<file path="src/rtl/uart_pkg.sv">
// Shared types and helpers for the configurable UART transmitter.
package uart_pkg;

    typedef enum logic [2:0] {
        IDLE   = 3'd0,
        START  = 3'd1,
        DATA   = 3'd2,
        PARITY = 3'd3,
        STOP   = 3'd4,
        BREAK  = 3'd5
    } state_t;

    localparam logic [1:0] PAR_NONE = 2'b00;
    localparam logic [1:0] PAR_EVEN = 2'b01;
    localparam logic [1:0] PAR_ODD  = 2'b10;

    localparam int DBITS_MIN = 5;

    function automatic logic [3:0] clamp_dbits(input logic [3:0] cfg, input int max_bits);
        if (int'(cfg) < DBITS_MIN) begin
            return 4'(DBITS_MIN);
        end else if (int'(cfg) > max_bits) begin
            return 4'(max_bits);
        end else begin
            return cfg;
        end
    endfunction

    // Only the low 'width' bits take part; unknown mode (11) behaves as none.
    function automatic logic parity_bit(input logic [15:0] data, input logic [3:0] width,
                                        input logic [1:0] mode);
        logic acc;
        acc = 1'b0;
        for (int i = 0; i < 16; i++) begin
            if (i < int'(width)) begin
                acc = acc ^ data[i];
            end
        end
        case (mode)
            PAR_EVEN: return acc;
            PAR_ODD:  return ~acc;
            default:  return 1'b0;
        endcase
    endfunction

endpackage

</file>
<file path="src/rtl/uart_tx_bit_timer.sv">
// Bit-period timer: counts sample_ticks while a frame is active and strobes at
// the end of each bit (bit_end) and at the end of the current span (stop_end).
module uart_tx_bit_timer #(
    parameter int OVERSAMPLE = 16
) (
    input  logic clk_100MHz,
    input  logic reset,
    input  logic run,
    input  logic clr,
    input  logic span2,
    input  logic sample_tick,
    output logic bit_end,
    output logic stop_end
);

    localparam int CNT_W = $clog2(2 * OVERSAMPLE);
    localparam int LOW_W = $clog2(OVERSAMPLE);
    localparam logic [CNT_W-1:0] ONE_BIT = CNT_W'(OVERSAMPLE - 1);
    localparam logic [CNT_W-1:0] TWO_BIT = CNT_W'(2 * OVERSAMPLE - 1);

    logic [CNT_W-1:0] cnt_q, cnt_d;
    logic             tick_en;
    logic [CNT_W-1:0] last_cnt;

    assign tick_en  = run & sample_tick;
    assign last_cnt = span2 ? TWO_BIT : ONE_BIT;
    assign bit_end  = tick_en & (cnt_q[LOW_W-1:0] == LOW_W'(OVERSAMPLE - 1));
    assign stop_end = tick_en & (cnt_q == last_cnt);

    always_comb begin
        cnt_d = cnt_q;
        if (!run || clr || stop_end) begin
            cnt_d = '0;
        end else if (tick_en) begin
            cnt_d = cnt_q + CNT_W'(1);
        end
    end

    always_ff @(posedge clk_100MHz) begin
        if (reset) begin
            cnt_q <= '0;
        end else begin
            cnt_q <= cnt_d;
        end
    end

endmodule

</file>
<file path="src/rtl/uart_tx_cfg.sv">
// Configurable UART transmitter (5-9 data bits, none/even/odd parity, 1-2 stop bits).
// Optional line-break generation is built when UART_TX_BREAK_EN is defined.
//
// state  | meaning
// IDLE   | line high, ready for a word (or break request)
// START  | start bit, line low
// DATA   | data bits LSB first, one per bit period
// PARITY | parity bit (skipped when parity is none)
// STOP   | one or two stop bit-times high; tx_done at the end of a frame
// BREAK  | line held low for the break length and while brk_req stays high
module uart_tx_cfg
    import uart_pkg::*;
#(
    parameter int DBITS_MAX  = 9,
    parameter int OVERSAMPLE = 16
) (
    input  logic                 clk_100MHz,
    input  logic                 reset,
    input  logic                 sample_tick,
    input  logic                 tx_valid,
    output logic                 tx_ready,
    input  logic [DBITS_MAX-1:0] data_in,
    input  logic [3:0]           cfg_dbits,
    input  logic [1:0]           cfg_parity,
    input  logic                 cfg_stop2,
`ifdef UART_TX_BREAK_EN
    input  logic                 brk_req,
`endif
    output logic                 tx_busy,
    output logic                 tx_done,
    output logic                 tx
);

`ifdef UART_TX_BREAK_EN
    localparam logic [3:0] BRK_BITS = 4'(DBITS_MAX + 4);
`endif

    state_t               state_q, state_d;
    logic [DBITS_MAX-1:0] shift_q, shift_d;
    logic [3:0]           bit_cnt_q, bit_cnt_d;
    logic [3:0]           dbits_q, dbits_d;
    logic                 par_en_q, par_en_d;
    logic                 par_bit_q, par_bit_d;
    logic                 stop2_q, stop2_d;
    logic                 brk_q, brk_d;
    logic                 tx_q, tx_d;
    logic                 tx_done_q, tx_done_d;

    logic                 bit_end, stop_end, timer_clr;
    logic [3:0]           dbits_in;

    assign dbits_in = clamp_dbits(cfg_dbits, DBITS_MAX);

`ifdef UART_TX_BREAK_EN
    assign tx_ready = (state_q == IDLE) & ~reset & ~brk_req;
`else
    assign tx_ready = (state_q == IDLE) & ~reset;
`endif
    assign tx_busy = (state_q != IDLE);
    assign tx_done = tx_done_q;
    assign tx      = tx_q;

    uart_tx_bit_timer #(.OVERSAMPLE(OVERSAMPLE)) u_timer (
        .clk_100MHz  (clk_100MHz),
        .reset       (reset),
        .run         (state_q != IDLE),
        .clr         (timer_clr),
        .span2       ((state_q == STOP) & stop2_q),
        .sample_tick (sample_tick),
        .bit_end     (bit_end),
        .stop_end    (stop_end)
    );

    always_comb begin
        state_d   = state_q;
        shift_d   = shift_q;
        bit_cnt_d = bit_cnt_q;
        dbits_d   = dbits_q;
        par_en_d  = par_en_q;
        par_bit_d = par_bit_q;
        stop2_d   = stop2_q;
        brk_d     = brk_q;
        tx_done_d = 1'b0;
        timer_clr = 1'b0;
        tx_d      = 1'b1;

        case (state_q)
            IDLE: begin
`ifdef UART_TX_BREAK_EN
                if (brk_req) begin
                    state_d   = BREAK;
                    brk_d     = 1'b1;
                    stop2_d   = 1'b1;
                    bit_cnt_d = '0;
                end else
`endif
                if (tx_valid) begin
                    state_d   = START;
                    shift_d   = data_in;
                    dbits_d   = dbits_in;
                    par_en_d  = (cfg_parity == PAR_EVEN) || (cfg_parity == PAR_ODD);
                    par_bit_d = parity_bit(16'(data_in), dbits_in, cfg_parity);
                    stop2_d   = cfg_stop2;
                    brk_d     = 1'b0;
                    bit_cnt_d = '0;
                end
            end
            START: begin
                tx_d = 1'b0;
                if (bit_end) begin
                    state_d = DATA;
                end
            end
            DATA: begin
                tx_d = shift_q[0];
                if (bit_end) begin
                    shift_d = shift_q >> 1;
                    if (bit_cnt_q == dbits_q - 4'd1) begin
                        bit_cnt_d = '0;
                        state_d   = par_en_q ? PARITY : STOP;
                    end else begin
                        bit_cnt_d = bit_cnt_q + 4'd1;
                    end
                end
            end
            PARITY: begin
                tx_d = par_bit_q;
                if (bit_end) begin
                    state_d = STOP;
                end
            end
            STOP: begin
                if (stop_end) begin
                    state_d   = IDLE;
                    tx_done_d = ~brk_q;
                end
            end
`ifdef UART_TX_BREAK_EN
            BREAK: begin
                tx_d = 1'b0;
                // Once the minimum length is reached the timer is parked at zero so
                // the stop period starts on a clean bit boundary.
                if (bit_cnt_q == BRK_BITS) begin
                    timer_clr = 1'b1;
                    if (!brk_req) begin
                        state_d = STOP;
                    end
                end else if (bit_end) begin
                    if (bit_cnt_q == BRK_BITS - 4'd1) begin
                        if (!brk_req) begin
                            state_d = STOP;
                        end else begin
                            bit_cnt_d = BRK_BITS;
                        end
                    end else begin
                        bit_cnt_d = bit_cnt_q + 4'd1;
                    end
                end
            end
`endif
            default: begin
                state_d = IDLE;
            end
        endcase
    end

    always_ff @(posedge clk_100MHz) begin
        if (reset) begin
            state_q   <= IDLE;
            shift_q   <= '0;
            bit_cnt_q <= '0;
            dbits_q   <= '0;
            par_en_q  <= 1'b0;
            par_bit_q <= 1'b0;
            stop2_q   <= 1'b0;
            brk_q     <= 1'b0;
            tx_q      <= 1'b1;
            tx_done_q <= 1'b0;
        end else begin
            state_q   <= state_d;
            shift_q   <= shift_d;
            bit_cnt_q <= bit_cnt_d;
            dbits_q   <= dbits_d;
            par_en_q  <= par_en_d;
            par_bit_q <= par_bit_d;
            stop2_q   <= stop2_d;
            brk_q     <= brk_d;
            tx_q      <= tx_d;
            tx_done_q <= tx_done_d;
        end
    end

endmodule

</file>
<file path="config.mk">
export PLATFORM = sky130hd
export DESIGN_NAME = uart_tx_cfg
export DESIGN_NICKNAME = d
export VERILOG_FILES = /design/src/rtl/uart_pkg.sv /design/src/rtl/uart_tx_bit_timer.sv /design/src/rtl/uart_tx_cfg.sv
export SDC_FILE = /design/constraint.sdc
export NUM_CORES = 1
export LEC_CHECK = 0
export ABC_AREA = 1
export CORE_MARGIN = 2
export CORE_UTILIZATION = 59
export CTS_CLUSTER_SIZE = 20
export DETAILED_ROUTE_END_ITERATION = 10
export PLACE_DENSITY = 0.83
export SYNTH_ARGS = -nofsm -noshare
export SYNTH_HDL_FRONTEND = slang
export SYNTH_HIERARCHICAL = 1
export SYNTH_SLANG_ARGS = --single-unit
</file>
<file path="constraint.sdc">
create_clock -name clk_100MHz -period 4.39 [get_ports clk_100MHz]
set_input_delay 0.6585 -clock clk_100MHz [delete_from_list [all_inputs] [get_ports clk_100MHz]]
set_output_delay 0.6585 -clock clk_100MHz [all_outputs]
set_load 0.005 [all_outputs]
</file>
==> results of run 1 <==
-- flip-flops by register name (all words and copies together), names as in the netlist --
register       cells
shift_q            9
u_timer/cnt_q      5
bit_cnt_q          4
dbits_q            4
state_q            3
par_bit_q          1
par_en_q           1
stop2_q            1
tx                 1
tx_done            1
-- logic make-up (layout without fill, tap and decap cells) --
logic type | after synthesis | in the layout | synth area share, %
compound gates | 44 | 44 | 14.0
xor+xnor | 7 | 7 | 3.41
fa+ha+maj | 5 | 5 | 3.48
buf+inv | 55 | 80 | 12.2
flops | 30 | 30 | 33.4
mux | 1 | 1 | 0.557
other cells | 1 | 1 | 0.209
simple gates | 130 | 130 | 32.7
-- worst max-delay path, delay by kind of cell --
kind          cells  cell delay, ns
simple gates      1            0.16
buf+inv           2            1.08
-- layout make-up --
type	instances	area share, %
multi-input combinational	188	46.7
sequential	30	28.7
timing repair buffer	23	11.0
inverter	49	8.79
clock buffer	7	2.63
tap	33	1.97
clock inverter	1	0.239
-- where the power goes --
| part | total [W] | switching [W] | internal (W) |
|---|---|---|---|
| clock | 0.000170 | 0.0000928 | 0.0000774 |
| sequential | 0.000408 | 0.0000544 | 0.000354 |
| combinational | 0.000605 | 0.000382 | 0.000223 |
| total | 0.00118 | 0.000529 | 0.000654 |
-- path summary, 6_finish.rpt --
path | from | end | cells after the start
setup / recovery | reset | tx_ready | 3
hold / removal | shift_q[8] | shift_q[8] | 2
setup reg to reg | state_q[0] | bit_cnt_q[3] | 15
hold reg to reg | shift_q[8] | shift_q[8] | 2
-- through the flow --
stage / instance area, um^2 / std cells / util, %
floorplan: 1800 / 273 / -
global placement: 2030 / 323 / 68.3
detailed placement: 2030 / 323 / 68.3
CTS: 2090 / 331 / 70.3
global route: 2090 / 331 / 70.3
finish: 2090 / 331 / 70.3
-- routing by layer --
layer / vias up / routed length [um] / GRT usage, % / part of all wire [%]
li1: 906 / - / - / -
met1: 733 / 1660 / 27.1 / 47
met2: 37 / 1640 / 38.3 / 47
met3: 7 / 144 / 6.55 / 4.1
met4: 0 / 72 / 9.74 / 2.0
met5: - / 0 / 0 / 0
-- placed cells by master, fill, tap and decap left out, drive strengths merged --
master and n:
a211oi 2, a21oi 8, a31oi 9, clkbuf 7, clkdlybuf4s50 23, clkinv 1
conb 1, dfxtp 30, ha 5, inv 49, mux2i 1, nand2 77
nand3 12, nand3b 1, nand4 3, nor2 34, nor3 1, nor3b 2
o2111ai 1, o21ai 21, o21bai 2, o31ai 1, xnor2 4, xor2 3
==> impl_metrics.ini, run 1 <==
[detailed_routing]
drc = 0
wl_per_cell_um = 10.6
drtIter0Drc = 75
totalWireLength_um = 3520
dr.pass1.iters = 4
vias = 1683
drtAntennaViolNets = 0
viasPerCell = 5.08

[critical_path]
r2r_setup_slack_ns = 2.11
path_common_cell = clkdlybuf4s50_1
critical_path_class = input pin to primary output
cp.arrival_ns = 1.90
start_kind = input pin
required_ns = 3.73
critPathMaxStageDelay_ns = 0.58
crit_fanout = 9
cp-end-kind = primary output
crit_slowest_cell = clkdlybuf4s50_1
path_cells = clkdlybuf4s50_1 > nor2_1 > clkdlybuf4s50_1

[sta]
clock_skew_ns = 0.00973
whs_ns = 0.462
grt_setup_unrepaired = no
hold_viol = 0
finalMaxSlewViolations = 0
period_needed_ns = 2.56
timing.final.ws_setup_ns = 1.83
finalSetupViolCount = 0
fin_tns_setup_ns = 0
period_share_pct = 58.3
max_freq_mhz = 391

[layout]
fillers = 275
diodes = 0
area_growth_syn_to_layout_pct = 16.4
multi_input_area_um2 = 977
ff_latch_area_um2 = 601
drive_above_1_share_pct = 8.72
nNetsFinal = 322

[flow_run]
maxCapViolations = 0

[floorplanning]
num_io_pins = 24
row_count = 20
core-area_um2 = 2980
dieWidth_um = 59.2
initial_core_util_pct = 60.4
die_h_um = 59.2
dieArea_um2 = 3510

[synth]
synth.most_common_cell = nand2_1
yosys.area.top_type = dfxtp_1
seq_area_frac_synth_pct = 33.4
yosysTopAreaCellShare_pct = 33.4
synth_edf_count = 0
yosys_warnings = 6
ys_types = 32
syn_inst = 273
syn_area_per_cell_um2 = 6.59
ys_ff_latch = 30
yosys-top-cells-area = dfxtp_1 33%, nand2_1 15%, inv_1 9.2%
async_flop_share_pct = 0
synth_ff_type = dfxtp_1
syn-cell-area_um2 = 1800
synth_common_cells = 71 x nand2_1, 44 x inv_1, 30 x dfxtp_1, 30 x nor2_1, 20 x o21ai_0
synth_nets = 298

[pwr]
p_per_area_nw_per_um2 = 565
ir_drop_v = 0.000243
total_power_w = 0.00118
power.leakage_nw = 0.977

[global_route]
antenna_found_initial = 0
grt_max_degree = 22
grt-ovfl-total = 0
grt_pass1_vias = 1461
grt_pass1_wl_um = 6020
grt_usage_pct = 22.9

[placed_design]
portBuffers = 23
dpl_worst_slack_ns = 1.84
dp.final_hpwl_um = 2700
globalplace.congestion = 0.901

[clocking]
clock_path_buffers = 2
cts_setup_buffers = 0
clk-insertion-delay-late_ns = 0.34
cts_sinks = 30
tritoncts = yes
clk_pin_slew_ns = 0.08
numCtsBuffers = 5
htreeDepth = 2
root_buffer = clkbuf_4
cts-resized-gates = 0
holdBufCountCts = 0

[status]
status = finished clean

[min_path]
holdCritPathClass = flip-flop to flip-flop
Power figures use the tool's default switching activity.
==> run 2: changes to the inputs <==
CORE_UTILIZATION = 49   (was 59)
PLACE_DENSITY = 0.73   (was 0.83)
clock period = 2.05 ns   (was 4.39 ns; I/O delays follow)
==> run 2 against run 1 <==
Net effect:
- critical path depth is 3 higher
- largest power group unchanged
- sequential cell count stayed put
- critical endpoint is now tx_busy
- highest routed layer unchanged
- via count hardly changed
- clock skew is 0.00054 ns lower
- first-iteration DRC count is 6.7% lower
- global-route usage is 3.6 points lower
==> impl_metrics.ini, run 2 (synthesized netlist as in run 1, its figures left out) <==
[flow_run]
maxCapViolations = 0

[min_path]
hold_path_startpoint = stop2_q
holdCritPathClass = flip-flop to flip-flop

[layout]
top_register = shift_q
area_growth_syn_to_layout_pct = 24.2
final_area_um2 = 2230
final_core_util_pct = 61.9
drive_above_1_share_pct = 11.1
nNetsFinal = 329
fin_cells = 353
most-common-layout-cells = 71 x nand2_1, 44 x inv_1, 30 x nor2_1, 30 x dfxtp_1, 22 x clkdlybuf4s50_1
top_regs = shift_q x9, u_timer/cnt_q x5
final_common_cell = nand2_1
largest_reg_flops = 9
diodes = 0

[placed_design]
globalplace.congestion = 0.749
portBuffers = 23
place_area_um2 = 2100
dp.final_hpwl_um = 2800
dpl.cell_count = 343

[clocking]
root_buffer = clkbuf_8
tritoncts = yes
clock_path_buffers = 2
clk_pin_slew_ns = 0.07
cts_sinks = 30
numCtsBuffers = 5
clk-insertion-delay-late_ns = 0.28
htreeDepth = 2

[sta]
max_freq_mhz = 512
period_needed_ns = 1.95
fin_tns_setup_ns = 0
finalSetupViolCount = 0
hold_viol = 0
clock_skew_ns = 0.00919
grt_setup_unrepaired = no
period_share_pct = 95.3
finalMaxSlewViolations = 0

[floorplanning]
row_count = 22
dieWidth_um = 64.6
num_io_pins = 24
die_h_um = 64.6
core-area_um2 = 3610
initial_core_util_pct = 49.9
dieArea_um2 = 4170

[detailed_routing]
wl_per_cell_um = 10.2
dr.pass1.iters = 4
totalWireLength_um = 3610
viasPerCell = 4.77
drtAntennaViolNets = 0
vias = 1684
drtIter0Drc = 70
drc = 0

[status]
status = finished clean

[critical_path]
critical_path_class = flip-flop to primary output
cp-end-kind = primary output
r2r_start = state_q[1]
crit_fanout = 5
worstSetupStartpoint = state_q[1]
required_ns = 1.74
start_kind = flip-flop
cp.arrival_ns = 1.65

[global_route]
grt_usage_pct = 19.3
antenna_found_initial = 0
grt_max_degree = 17
grt_pass1_vias = 1518
grt-ovfl-total = 0
grt_pass1_wl_um = 6330

[pwr]
power.leakage_nw = 1.05
p_per_area_nw_per_um2 = 1320
total_power_w = 0.00295
ir_drop_v = 0.000562
[run 2: worst paths after layout]
kind                endpoint  slack (ns)  depth (start not counted)
hold reg to reg      stop2_q        0.46                          2
setup / recovery     tx_busy         0.1                          6
setup reg to reg  shift_q[1]        0.19                         15
hold / removal       stop2_q        0.46                          2
[run 2: layout make-up]
class,count,area [um^2]
multi-input combinational,188,982
clock buffer,5,68.8
fill,347,1370
clock inverter,3,40.0
tap,48,60.1
timing repair buffer,30,298
inverter,49,184
sequential,30,601
[run 2: layer usage]
| layer | up-vias | GRT usage (%) | wire length (um) | part of all wire (%) |
|---|---|---|---|---|
| met4 | 0 | 7.98 | 58 | 1.6 |
| met1 | 742 | 24.2 | 1800 | 50 |
| li1 | 916 | - | - | - |
| met2 | 21 | 32.8 | 1650 | 46 |
| met5 | - | 0 | 0 | 0 |
| met3 | 5 | 3.30 | 108 | 3.0 |
[run 2: report_power, final]
part | switching, W | internal [W] | leakage (nW)
clock | 0.000228 | 0.000357 | 0.0579
sequential | 0.000105 | 0.000758 | 0.246
combinational | 0.000866 | 0.000639 | 0.750
[run 2: per-stage QoR]
stage | setup slack (ns) | hold WS [ns]
final | 0.0970 | 0.459
after global routing | 0.00185 | 0.496
after CTS | 0.00911 | 0.462
after detailed placement | 0.0414 | 0.453
after global placement | 0.110 | 0.447
after floorplan | 0.234 | 0.430
[run 2: repair_timing]
action,CTS,global route
setup buffers,1,1
hold buffers,0,0
pin swaps,1,1
setup endpoints to repair,1,9
resized for setup,1,1
gates cloned,0,0
[run 2: critical path: stages (launching register included)]
cell and delay (ns):
dfxtp_1 0.35, inv_1 0.07, nand2_2 0.12, nor2_4 0.06
inv_1 0.11, buf_4 0.16, clkdlybuf4s50_1 0.49
